`src/rtl/div_unit_pkg.sv`:
```
// Shared definitions for the RV32M divide unit: operation encoding, issue payload
// and FSM state type.
package div_unit_pkg;

    localparam int XLEN  = 32;
    localparam int CNT_W = $clog2(XLEN);

    localparam logic [1:0] DIV_OP_DIV  = 2'd0;
    localparam logic [1:0] DIV_OP_DIVU = 2'd1;
    localparam logic [1:0] DIV_OP_REM  = 2'd2;
    localparam logic [1:0] DIV_OP_REMU = 2'd3;

    localparam logic [2:0] EXE_PIPE_ID_DIV = 3'd3;

    localparam logic [XLEN-1:0] INT_MIN = {1'b1, {(XLEN-1){1'b0}}};

    typedef struct packed {
        logic [1:0]      div_control;
        logic [4:0]      rd;
        logic [XLEN-1:0] rs1;
        logic [XLEN-1:0] rs2;
    } ix_div_inf_t;

    typedef enum logic [1:0] {
        IDLE,
        CALC,
        FIXUP,
        DONE
    } div_state_t;

    // DIV and REM are the signed ops; DIV and DIVU return the quotient.
    function automatic logic is_signed_op(input logic [1:0] op);
        return !op[0];
    endfunction

    function automatic logic is_quot_op(input logic [1:0] op);
        return !op[1];
    endfunction

    function automatic logic [XLEN-1:0] neg_if(input logic [XLEN-1:0] v, input logic c);
        return c ? -v : v;
    endfunction

endpackage

```
`src/rtl/div_unit_if.sv`:
```
// Issue / write-back / flush signals between the pipeline and the divide unit.
interface div_unit_if;
    import div_unit_pkg::*;

    logic            wb_do_branch;
    logic            ix_div_valid;
    ix_div_inf_t     ix_div_inf;
    logic            div_wb_valid;
    logic            div_wb_ready;
    logic [4:0]      div_wb_rd;
    logic [XLEN-1:0] div_wb_result;
    logic            div_ix_done;
    logic            div_busy;

    modport master (
        output wb_do_branch, ix_div_valid, ix_div_inf, div_wb_ready,
        input  div_wb_valid, div_wb_rd, div_wb_result, div_ix_done, div_busy
    );

    modport slave (
        input  wb_do_branch, ix_div_valid, ix_div_inf, div_wb_ready,
        output div_wb_valid, div_wb_rd, div_wb_result, div_ix_done, div_busy
    );

endinterface

```
`src/rtl/div_unit.sv`:
```
// Iterative radix-2 restoring divider for RV32M DIV/DIVU/REM/REMU.
// One operation in flight; XLEN CALC cycles plus one FIXUP cycle on the normal path.
module div_unit
    import div_unit_pkg::*;
(
    input logic       clk,
    input logic       rst,
    div_unit_if.slave bus
);

    div_state_t      state;
    logic [1:0]      op;
    logic            rs1_neg;
    logic            rs2_neg;
    logic [XLEN-1:0] acc;
    logic [XLEN-1:0] quo;
    logic [XLEN-1:0] divisor;
    logic [CNT_W-1:0] counter;
    logic            valid_q;
    logic [4:0]      rd_q;
    logic [XLEN-1:0] result_q;

    // Issue-side decode: operand magnitudes and the two short-circuit cases.
    logic [1:0]      op_in;
    logic [XLEN-1:0] rs1_in;
    logic [XLEN-1:0] rs2_in;
    logic            sgn_in;
    logic            rs1_neg_in;
    logic            rs2_neg_in;
    logic [XLEN-1:0] abs1;
    logic [XLEN-1:0] abs2;
    logic            div_by_zero;
    logic            overflow;
    logic [XLEN-1:0] special_result;

    // NOTE: every always_comb output gets a value on every path; a missed
    // assignment would infer a latch.
    always_comb begin
        op_in       = bus.ix_div_inf.div_control;
        rs1_in      = bus.ix_div_inf.rs1;
        rs2_in      = bus.ix_div_inf.rs2;
        sgn_in      = is_signed_op(op_in);
        rs1_neg_in  = sgn_in & rs1_in[XLEN-1];
        rs2_neg_in  = sgn_in & rs2_in[XLEN-1];
        abs1        = neg_if(rs1_in, rs1_neg_in);
        abs2        = neg_if(rs2_in, rs2_neg_in);
        div_by_zero = (rs2_in == '0);
        overflow    = sgn_in && (rs1_in == INT_MIN) && (rs2_in == '1);
        if (div_by_zero)
            special_result = is_quot_op(op_in) ? '1 : rs1_in;
        else
            special_result = (op_in == DIV_OP_DIV) ? INT_MIN : '0;
    end

    // One restoring step. acc < divisor holds throughout, so the shifted
    // partial remainder needs XLEN+1 bits and the trial's top bit is the borrow.
    logic [XLEN:0]   acc_sh;
    logic [XLEN:0]   trial;
    logic            borrow;
    logic [XLEN-1:0] acc_nx;
    logic [XLEN-1:0] quo_nx;

    always_comb begin
        acc_sh = {acc, quo[XLEN-1]};
        trial  = acc_sh - {1'b0, divisor};
        borrow = trial[XLEN];
        acc_nx = borrow ? acc_sh[XLEN-1:0] : trial[XLEN-1:0];
        quo_nx = {quo[XLEN-2:0], ~borrow};
    end

    logic [XLEN-1:0] quo_fix;
    logic [XLEN-1:0] rem_fix;

    always_comb begin
        quo_fix = neg_if(quo, rs1_neg ^ rs2_neg);
        rem_fix = neg_if(acc, rs1_neg);
    end

    // NOTE: sequential state uses non-blocking assignments only, so every
    // register samples pre-edge values regardless of statement order.
    always_ff @(posedge clk) begin
        if (rst) begin
            state    <= IDLE;
            op       <= DIV_OP_DIV;
            rs1_neg  <= 1'b0;
            rs2_neg  <= 1'b0;
            acc      <= '0;
            quo      <= '0;
            divisor  <= '0;
            counter  <= '0;
            valid_q  <= 1'b0;
            rd_q     <= '0;
            result_q <= '0;
        end else if (bus.wb_do_branch) begin
            state   <= IDLE;
            valid_q <= 1'b0;
        end else begin
            unique case (state)
                IDLE: begin
                    if (bus.ix_div_valid) begin
                        rd_q    <= bus.ix_div_inf.rd;
                        op      <= op_in;
                        rs1_neg <= rs1_neg_in;
                        rs2_neg <= rs2_neg_in;
                        if (div_by_zero || overflow) begin
                            result_q <= special_result;
                            valid_q  <= 1'b1;
                            state    <= DONE;
                        end else begin
                            quo     <= abs1;
                            divisor <= abs2;
                            acc     <= '0;
                            counter <= CNT_W'(XLEN - 1);
                            state   <= CALC;
                        end
                    end
                end
                CALC: begin
                    acc     <= acc_nx;
                    quo     <= quo_nx;
                    counter <= counter - CNT_W'(1);
                    if (counter == '0)
                        state <= FIXUP;
                end
                FIXUP: begin
                    result_q <= is_quot_op(op) ? quo_fix : rem_fix;
                    valid_q  <= 1'b1;
                    state    <= DONE;
                end
                DONE: begin
                    if (bus.div_wb_ready) begin
                        valid_q <= 1'b0;
                        state   <= IDLE;
                    end
                end
                default: state <= IDLE;
            endcase
        end
    end

    assign bus.div_wb_valid  = valid_q;
    assign bus.div_wb_rd     = rd_q;
    assign bus.div_wb_result = result_q;
    assign bus.div_busy      = (state != IDLE);
    assign bus.div_ix_done   = (state == DONE) && bus.div_wb_ready && !bus.wb_do_branch;

endmodule

```
`src/flat_wrapper.sv`:
```
// flat-port wrapper written by rule: the top's interface ports become plain ports
module div_unit_flat import div_unit_pkg::*;
  (clk, rst, bus_wb_do_branch, bus_ix_div_valid, bus_ix_div_inf, bus_div_wb_ready, bus_div_wb_valid, bus_div_wb_rd, bus_div_wb_result, bus_div_ix_done, bus_div_busy);
  div_unit_if bus_i ();
  input logic clk;
  input logic rst;
  input wire logic [$bits(bus_i.wb_do_branch)-1:0] bus_wb_do_branch;
  input wire logic [$bits(bus_i.ix_div_valid)-1:0] bus_ix_div_valid;
  input wire logic [$bits(bus_i.ix_div_inf)-1:0] bus_ix_div_inf;
  input wire logic [$bits(bus_i.div_wb_ready)-1:0] bus_div_wb_ready;
  output wire logic [$bits(bus_i.div_wb_valid)-1:0] bus_div_wb_valid;
  output wire logic [$bits(bus_i.div_wb_rd)-1:0] bus_div_wb_rd;
  output wire logic [$bits(bus_i.div_wb_result)-1:0] bus_div_wb_result;
  output wire logic [$bits(bus_i.div_ix_done)-1:0] bus_div_ix_done;
  output wire logic [$bits(bus_i.div_busy)-1:0] bus_div_busy;
  assign bus_i.wb_do_branch = bus_wb_do_branch;
  assign bus_i.ix_div_valid = bus_ix_div_valid;
  assign bus_i.ix_div_inf = bus_ix_div_inf;
  assign bus_i.div_wb_ready = bus_div_wb_ready;
  assign bus_div_wb_valid = bus_i.div_wb_valid;
  assign bus_div_wb_rd = bus_i.div_wb_rd;
  assign bus_div_wb_result = bus_i.div_wb_result;
  assign bus_div_ix_done = bus_i.div_ix_done;
  assign bus_div_busy = bus_i.div_busy;
  div_unit u_core (.clk(clk), .rst(rst), .bus(bus_i));
endmodule
```
`config.mk`:
```
export PLATFORM = sky130hd
export DESIGN_NAME = div_unit_flat
export DESIGN_NICKNAME = d
export VERILOG_FILES = /design/src/rtl/div_unit_pkg.sv /design/src/rtl/div_unit_if.sv /design/src/rtl/div_unit.sv /design/src/flat_wrapper.sv
export SDC_FILE = /design/constraint.sdc
export NUM_CORES = 1
export LEC_CHECK = 0
export CAP_MARGIN = 30
export CORE_ASPECT_RATIO = 0.9
export CORE_MARGIN = 10
export CORE_UTILIZATION = 60
export CTS_BUF_LIST = sky130_fd_sc_hd__clkbuf_4 sky130_fd_sc_hd__clkbuf_8
export DETAILED_ROUTE_END_ITERATION = 8
export MAX_ROUTING_LAYER = met4
export PLACE_DENSITY = 0.93
export SETUP_SLACK_MARGIN = 0.2
export SLEW_MARGIN = 20
export SYNTH_ARGS = -nofsm -noshare
export SYNTH_HDL_FRONTEND = slang
export SYNTH_SLANG_ARGS = --single-unit
```
`constraint.sdc`:
```
create_clock -name clk -period 8.7 [get_ports clk]
set_input_delay 1.74 -clock clk [delete_from_list [all_inputs] [get_ports clk]]
set_output_delay 1.74 -clock clk [all_outputs]
set_load 0.1 [all_outputs]
```
==> results.cfg <==
[status]
status = complete, but fails checks
violations = design-rule violations

[sta]
rsz0062_at_grt = no
fin_setup_tns_ns = 0
slew_headroom_pct = 31.45
hold_viol = 0
skew_ns = 0.01745
fmax_ghz = 0.1673
finalCriticalPeriod_ns = 5.979
slew_violations = 0
setup_slack_ns = 2.721
period_share_pct = 68.72
setup_violations = 0
tightest_slew_ns = 1.025

[pwr]
ir_drop_mv = 0.1219
p_leak_nw = 4.711
powerDensity_nw_per_um2 = 136.9

[floorplan]
core_area_um2 = 17610
initial_core_util_pct = 60.88
num_rows = 46
die_area_um2 = 23630
die_w_um = 160.9
ios = 116
chipHeight_um = 146.8

[logic_synthesis]
yosysMostFrequentCell = nor2_1
syn_area_um2 = 10720
synth-main-ff-cell = dfxtp_1
syn_inst = 1467
synth_seq_area_share_pct = 26.88
synth_cell_types = 66
synth-edff-count = 0
yosys-top-cells-count = 178 x nor2_1, 153 x nand2_1, 144 x dfxtp_1, 87 x o21ai_0
ys_ff_latch = 144
yosysWarnings = 0
yosysTopAreaCell = dfxtp_1
synth_fp_nets = 1587
ys_async_sr_fraction_pct = 0
synth_top_area_share_pct = 26.88
synth_area_per_cell_um2 = 7.309
yosys-top-cells-area = dfxtp_1 27%, nor2_1 6.2%, xor2_1 6.2%

[detailed_routing]
dr.pass1.iters = 9
vias = 11710
wl_mm = 34.11
ant_nets = 0
drtIter0Drc = 1460
wl_per_cell_um = 19.11
drt-vias-per-instance = 6.560
drc = 2

[clocking]
cts_root_buffer = clkbuf_8
cts_hold_buf = 0
cts.path.max_buffers = 2
cts_tree = done
cts_resized = 0
worstSkewPairLatency_ns = 0.48
clk_pin_slew_ns = 0.09
numCtsBuffers = 17
clock-sinks = 144
cts_setup_buffers = 0
cts_htree_levels = 4

[setup_path]
max_stage_delay_ns = 0.80
timing.rr.start = u_core.quo[31]$_SDFFE_PP0P_
cp.arrival_ns = 6.32
cp_max_fo = 30
rr_worst_depth = 13
cpMaxStageDelayCell = nand3_1
r2r_setup_slack_ns = 4.80
worstPathCellList = clkdlybuf4s50_1 > or4_1 > nor4_1 > nand3_1 > o41ai_4 > a21o_1 > buf_4 > o211ai_1 > o21ai_0 > nor2_1
crit_type = in -> reg
cp-end-kind = flip-flop
critPathBufInv = 2
cpLargestDelayFamily = simple AND/OR/NAND/NOR gates
worstPathRequired_ns = 9.04
reg2reg_to = u_core.acc[8]$_SDFFE_PP0P_
cp-start-kind = input pin

[placement]
io_buffers = 115
place_hpwl_mm = 24.96
gp_congestion = 1.010
pre_cts_slack_ns = 2.326

[layout]
fin_nets = 1652
drive_gt1_share_pct = 4.660
n_antenna_cell = 0
area.growth.synth_to_final_pct = 16.60
fillCellCount = 1423

[grt]
grtUsageTotal_pct = 28.59
grt_pass1_wl_mm = 55.10
grt_pass1_vias = 10780
grt_max_degree = 68
grt.overflow.total = 0
antenna_found_initial = 0

[job]
max_cap_viol_count = 0

[min_path]
hold_depth = 2
min_path_type = reg -> reg
hold_end = u_core.bus.div_wb_rd[0]$_SDFFE_PP0P_
hold_start = u_core.bus.div_wb_rd[0]$_SDFFE_PP0P_
-- metrics by stage --
step	std cells	hold WS, ns	power, mW	util (%)	instance area (um^2)
after CTS	1782	0.4636	1.698	70.72	12460
after global routing	1785	0.4809	1.776	70.99	12500
after floorplan	1467	0.4496	0.9697	-	10720
after detailed placement	1750	0.4532	1.094	68.17	12010
final	1785	0.4624	1.712	70.99	12500
after global placement	1748	0.4416	1.085	68.02	11980
-- registers in the layout (all words and copies together) (netlist names), 2 cells and up --
register	flops
u_core.bus.div_wb_rd	5
u_core.quo	32
u_core.bus.div_wb_result	32
u_core.state	2
u_core.counter	5
u_core.divisor	32
u_core.acc	32
-- worst min-delay path, delay by kind of cell, from the launching register on --
| family | cells | cell delay, ns |
|---|---|---|
| compound gates | 1 | 0.05 |
| flops | 1 | 0.32 |
| simple gates | 1 | 0.05 |
-- cell usage in the layout (no fill, tap or decap), types with 4 or more instances in the layout --
cell type	n
or3_1	12
or2_2	5
nor3_1	40
nor2b_1	8
nand4_1	16
a211oi_1	41
and2_1	4
o211ai_1	35
dfxtp_1	144
o311ai_0	11
o31ai_1	20
xnor2_1	68
clkdlybuf4s50_1	114
nor4_1	20
bufinv_16	4
clkbuf_8	18
nor2_1	176
nand2_1	153
a32oi_1	11
ha_1	43
buf_4	19
mux2i_1	4
o21ai_0	87
inv_6	5
o41ai_1	10
a222oi_1	18
clkinvlp_4	4
inv_1	60
a221oi_1	6
o21a_1	6
xor2_1	75
nand3_1	81
a31oi_1	17
nand2b_1	17
a21oi_1	81
a311oi_1	6
and3_1	9
a21o_1	15
o22ai_1	7
or4_1	19
-- kinds of logic after synthesis --
logic type	Yosys count	share of synthesized area (%)
mux	4	0.3734
flops	144	26.88
simple gates	576	24.89
fa+ha+maj	44	5.204
buf+inv	152	5.473
xor+xnor	145	11.84
compound gates	402	25.33
-- how the worst max path moves through the flow --
stage               slack, ns  cells after the start                                        end          startpoint
floorplan                4.23                      2                            bus_div_ix_done    bus_wb_do_branch
global placement         2.50                     11                u_core.acc[13]$_SDFFE_PP0P_  bus_ix_div_inf[22]
detailed placement       2.33                     11                 u_core.acc[8]$_SDFFE_PP0P_  bus_ix_div_inf[22]
CTS                      2.69                     11                 u_core.acc[8]$_SDFFE_PP0P_  bus_ix_div_inf[22]
global route             2.48                     10  u_core.bus.div_wb_result[27]$_SDFFE_PP0P_  bus_ix_div_inf[22]
finish                   2.72                     10  u_core.bus.div_wb_result[17]$_SDFFE_PP0P_  bus_ix_div_inf[22]
-- power by group --
part	total, mW	internal [mW]	switching [mW]	leakage [nW]
clock network	0.616	0.325	0.291	0.213
logic	0.389	0.153	0.235	3.33
registers	0.707	0.682	0.0249	1.17
total	1.71	1.16	0.551	4.71
-- layer usage --
layer | GRT usage (%) | up-vias | part of all wire (%)
met1 | 36.52 | 5369 | 42
met4 | 11.18 | 0 | 3.7
met5 | - | - | 0
met2 | 42.77 | 744 | 44
li1 | - | 5467 | -
met3 | 6.955 | 130 | 11
-- final cells by class --
| type | instances | area, um^2 | share of cell area [%] |
|---|---|---|---|
| Clock inverter | 14 | 202.7 | 1.621 |
| Inverter | 60 | 225.2 | 1.801 |
| Timing Repair Buffer | 138 | 1356 | 10.85 |
| Sequential cell | 144 | 2883 | 23.06 |
| Tap cell | 240 | 300.3 | 2.402 |
| Clock buffer | 18 | 247.7 | 1.981 |
| Multi-Input combinational cell | 1171 | 7288 | 58.29 |
Power figures use the tool's default switching activity.
